--- src/rtl/rr_grant_gen.sv ---
// rr_grant_gen: round-robin single-grant generator with a bounded hold time.
// The winner keeps its grant while it requests, up to MAX_HOLD cycles. Every
// release is followed by a one-cycle no-grant bubble before the next winner.
module rr_grant_gen #(
  parameter int N        = 4,
  parameter int MAX_HOLD = 16
) (
  input  logic                 clk,
  input  logic                 rst_n,
  input  logic [N-1:0]         req,
  output logic [N-1:0]         gnt,
  output logic [$clog2(N)-1:0] gnt_id,
  output logic                 busy,
  output logic                 timeout,
  output logic [15:0]          idle_cnt
);

  localparam int IW = $clog2(N);
  localparam int HW = $clog2(MAX_HOLD);
  localparam logic [HW-1:0] HOLD_LAST = HW'(MAX_HOLD - 1);

  typedef enum logic {IDLE, GRANT} state_t;

  state_t          state_q;
  logic [N-1:0]    gnt_q;
  logic [IW-1:0]   gnt_id_q;
  logic [IW-1:0]   ptr_q;
  logic [HW-1:0]   hold_cnt_q;
  logic            busy_q;
  logic            timeout_q;
  logic [15:0]     idle_cnt_q;

  logic            pick_found;
  logic [IW-1:0]   pick_id;
  logic [IW:0]     pick_sum;
  logic [IW:0]     rel_sum;
  logic [IW-1:0]   ptr_d;
  logic            held;
  logic            at_limit;

  // Round-robin search: first requester at or after ptr, wrapping N-1 -> 0.
  always_comb begin
    pick_found = 1'b0;
    pick_id    = '0;
    pick_sum   = '0;
    for (int i = 0; i < N; i++) begin
      pick_sum = {1'b0, ptr_q} + (IW+1)'(i);
      if (pick_sum >= (IW+1)'(N)) pick_sum = pick_sum - (IW+1)'(N);
      if (!pick_found && req[pick_sum[IW-1:0]]) begin
        pick_found = 1'b1;
        pick_id    = pick_sum[IW-1:0];
      end
    end
  end

  // Release bookkeeping: pointer moves to the requester after the released one.
  always_comb begin
    rel_sum = {1'b0, gnt_id_q} + (IW+1)'(1);
    if (rel_sum >= (IW+1)'(N)) rel_sum = rel_sum - (IW+1)'(N);
    ptr_d    = rel_sum[IW-1:0];
    held     = req[gnt_id_q];
    at_limit = (hold_cnt_q == HOLD_LAST);
  end

  // Two-state grant FSM; all outputs are registered and cleared asynchronously.
  always_ff @(posedge clk or negedge rst_n) begin
    if (!rst_n) begin
      state_q    <= IDLE;
      gnt_q      <= '0;
      gnt_id_q   <= '0;
      ptr_q      <= '0;
      hold_cnt_q <= '0;
      busy_q     <= 1'b0;
      timeout_q  <= 1'b0;
      idle_cnt_q <= '0;
    end else begin
      timeout_q <= 1'b0;
      case (state_q)
        IDLE: begin
          if (pick_found) begin
            state_q    <= GRANT;
            gnt_q      <= N'(1) << pick_id;
            gnt_id_q   <= pick_id;
            busy_q     <= 1'b1;
            hold_cnt_q <= '0;
          end else if (idle_cnt_q != 16'hFFFF) begin
            idle_cnt_q <= idle_cnt_q + 16'd1;
          end
        end
        GRANT: begin
          // A drop wins over a coincident hold limit, so timeout only fires while held.
          if (!held || at_limit) begin
            state_q   <= IDLE;
            gnt_q     <= '0;
            gnt_id_q  <= '0;
            busy_q    <= 1'b0;
            ptr_q     <= ptr_d;
            timeout_q <= held;
          end else begin
            hold_cnt_q <= hold_cnt_q + HW'(1);
          end
        end
        default: state_q <= IDLE;
      endcase
    end
  end

  assign gnt      = gnt_q;
  assign gnt_id   = gnt_id_q;
  assign busy     = busy_q;
  assign timeout  = timeout_q;
  assign idle_cnt = idle_cnt_q;

endmodule

--- config.mk ---
export PLATFORM = sky130hd
export DESIGN_NAME = rr_grant_gen
export DESIGN_NICKNAME = d
export VERILOG_FILES = /design/src/rtl/rr_grant_gen.sv
export SDC_FILE = /design/constraint.sdc
export NUM_CORES = 1
export LEC_CHECK = 0
export ABC_AREA = 1
export CAP_MARGIN = 20
export CORE_MARGIN = 1
export CORE_UTILIZATION = 50
export CTS_BUF_LIST = sky130_fd_sc_hd__clkbuf_8
export CTS_CLUSTER_SIZE = 14
export DETAILED_ROUTE_END_ITERATION = 16
export PLACE_DENSITY = 0.75
export SLEW_MARGIN = 20
export SYNTH_ARGS = -nofsm -noshare
export SYNTH_HDL_FRONTEND = slang
export SYNTH_SLANG_ARGS = --single-unit
--- constraint.sdc ---
create_clock -name clk -period 1.8 [get_ports clk]
set_input_delay 0.36 -clock clk [delete_from_list [all_inputs] [get_ports clk]]
set_output_delay 0.36 -clock clk [all_outputs]
set_load 0.005 [all_outputs]
==> flow_summary.toml <==
[timing]
rsz0062_at_grt = "true"
slew_viol_final = 0
fin_crit_ns = 1.75
finalHoldViolCount = 0
max_slew_margin_pct = 73.0
setup_slack_ns = 0.0549
skew_ns = 0.00476
tightest_slew_ns = 0.404
setup_viol = 0
fmax_ghz = 0.573
fin_crit_sh_pct = 97.0

[place]
hpwl_um = 3120
post-place-cells = 357
port_buffers = 29
placed_cell_area_um2 = 2410
pre_cts_ws_ns = -0.182
place_congestion = 0.843

[setup_path]
worstSetupEndpoint = "idle_cnt[9]"
timing.critical_path.buf_inv = 3
path_class = "primary input to flip-flop"
path_depth = 12
crit_family = "buffers and inverters"
rr_startpoint = "ptr_q[0]"
slowest_stage = "clkdlybuf4s50_1"
r2r-end = "idle_cnt[9]"
path_cells = "clkdlybuf4s50_1, inv_2, nand2_2, nand3_2, nand2_4, nor2_4, nand2_2, nor2_4, nand3_4, clkbuf_16, nand2_2, o21ai_1"
arrival_ns = 1.92
r2r_slack_ns = 0.07
critPathMostFrequentCell = "nand2_2"
crit_start = "req[0]"
critical_path.max_stage_delay_ns = 0.45
critPathCaptureType = "flip-flop"
required_ns = 1.98
r2r_cells = 12
worstPathMaxFanout = 14
start_kind = "primary input"

[floorplan]
ioPinCount = 30
dieWidth_um = 64.8
die_y_um = 64.8
start_util_pct = 53.0
coreArea_um2 = 3720
row_count = 22
dieArea_um2 = 4190

[final_layout]
layout-drive-gt1-share_pct = 18.4
antenna_cells = 0
num-nets-final = 327
syn_to_final_growth_pct = 32.8
layout.cells.non_filler = 368
finish.instance_area_um2 = 2620

[logic_synthesis]
ys_seq_elements = 31
synth_edf_count = 0
post-synth-top-count-cell = "nand2_1"
synth_cells = 268
synth_top_cell_by_area = "dfrtp_1"
ys_warn_count = 0
yosys-top-cells-count = "83 x nand2_1, 35 x inv_1, 31 x dfrtp_1"
ys.flop_type = "dfrtp_1"
synth_top_area_share_pct = 39.4
ys_async_sr_fraction_pct = 100
syn-num-nets = 276
netlist_area_um2 = 1970
synth.distinct_cells = 29
avgSynthCellArea_um2 = 7.35
ys_seq_area_share_pct = 39.4
synth_area_leaders = "dfrtp_1 39%, nand2_1 16%, inv_1 6.7%, nand3_1 5.3%, xor2_1 4.0%"

[clock_network]
clkTransAtPathRegs_ns = 0.07
clk_latency_ns = 0.29
cts_tree = "done"
cts.sinks = 31
cts_buffers = 5
cts_root_buffer = "clkbuf_8"
htreeDepth = 2
clock_path_buffers = 2

[power]
peakVddDrop_v = 0.000906
seq_power_share_pct = 28.0
pwr-share-clk_pct = 19.7
power.share.switching_pct = 40.5
total_power_mw = 3.64
leakage_nw = 1.24
p_int_mw = 2.17
power_density_nw_per_um2 = 1390
combPwrFrac_pct = 52.3
power_switching_mw = 1.48

[grt]
grt_pass1_vias = 1745
grt_usage_pct = 23.0
grt_pass1_wl_um = 7370
gr-total-overflow = 0
antenna_found_initial = 0
grt_max_degree = 32

[job]
drv_cap = 0

[detailed_routing]
route.detailed.wl_per_inst_um = 12.2
dr_wl_met3_um = 149
dr.pass1.iters = 4
ant_nets = 0
drtIter0Drc = 148
top_layer = "met4"
vias_per_cell = 5.11
drt-met1-wl_um = 1880
wl_met2_um = 2380
route.detailed.drc = 0
drt-total-wl_um = 4490
vias = 1879

[hold_path]
hold_path_class = "primary input to asynchronous set/reset pin"

[status]
status = "complete, no violations"
[cell usage in the layout, fill, tap and decap left out, drive strengths merged]
cell / count
nand2: 91
inv: 37
dfrtp: 31
clkdlybuf4s50: 27
nand3: 24
o21ai: 24
nor2: 20
buf: 18
xor2: 9
clkbuf: 8
nand4: 7
xnor2: 5
nor3: 4
a21oi: 3
nand3b: 2
ha: 2
dlymetal6s2s: 2
nor3b: 1
nor4: 1
a31oi: 1
and2: 1
bufinv: 1
clkinv: 1
[power by group through the flow]
| stage | registers (mW) | clock network (mW) | logic (mW) |
|---|---|---|---|
| after global routing | 1.04 | 0.758 | 2.13 |
| after floorplan | 1.01 | 0 | 1.14 |
| after CTS | 1.02 | 0.737 | 1.80 |
| after detailed placement | 1.03 | 0 | 1.76 |
| after global placement | 1.02 | 0 | 1.76 |
| final | 1.02 | 0.717 | 1.91 |
[kinds of logic after synthesis]
group,share of synthesized area (%)
AND/OR/NAND/NOR,35.3
XOR/XNOR,6.23
adder cells (fa/ha/maj),1.27
buffers and inverters,9.47
flip-flops,39.4
AO/OA/AOI/OAI,8.32
[stage by stage]
step	hold WS (ns)	TNS (ns)	utilization, %
after CTS	0.484	0	68.1
after global routing	0.523	-0.508	70.4
after floorplan	0.0644	0	-
final	0.472	0	70.4
after global placement	0.470	-3.17	64.9
after detailed placement	0.478	-3.82	64.9
[how the worst min path moves through the flow]
| stage | from | endpoint | slack (ns) | cells past startpoint |
|---|---|---|---|---|
| after global placement | busy | busy | 0.47 | 2 |
| final | rst_n | idle_cnt[15] | 0.47 | 2 |
| after CTS | rst_n | ptr_q[0] | 0.48 | 2 |
| after global routing | rst_n | hold_cnt_q[2] | 0.52 | 2 |
| after floorplan | rst_n | busy | 0.06 | 0 |
| after detailed placement | busy | busy | 0.48 | 2 |
[layer usage]
metal	global-route usage, %	up-vias
li1	-	951
met1	26.0	874
met5	0	-
met4	11.1	0
met3	3.87	9
met2	41.3	45
[worst register-to-register path, delay by kind of cell (launching register included)]
family                 cells  cell delay, ns
buffers and inverters      2            0.38
AOI/OAI and AO/OA          1            0.06
DFF                        1            0.41
and+or+nand+nor            9            0.78
[cell type report]
type                            instances  area, um^2
Clock buffer                            6        82.6
Clock inverter                          2        35.0
Fill cell                             318        1100
Inverter                               37         139
Multi-Input combinational cell        195        1020
Sequential cell                        31         777
Tap cell                               48        60.1
Timing Repair Buffer                   49         497
[state kept, by name, summed over array words and instances, names as in the netlist]
name	count
timeout	1
hold_cnt_q	4
gnt_id	2
ptr_q	2
busy	1
idle_cnt	16
gnt	4
state_q	1
[timing repair]
action	CTS	global route
setup buffers	0	1
hold buffers	0	0
endpoints found under the hold margin	0	0
endpoints found under the setup margin	0	16
gates resized for setup	0	13
Note: power is estimated with default switching activity, not from simulation.
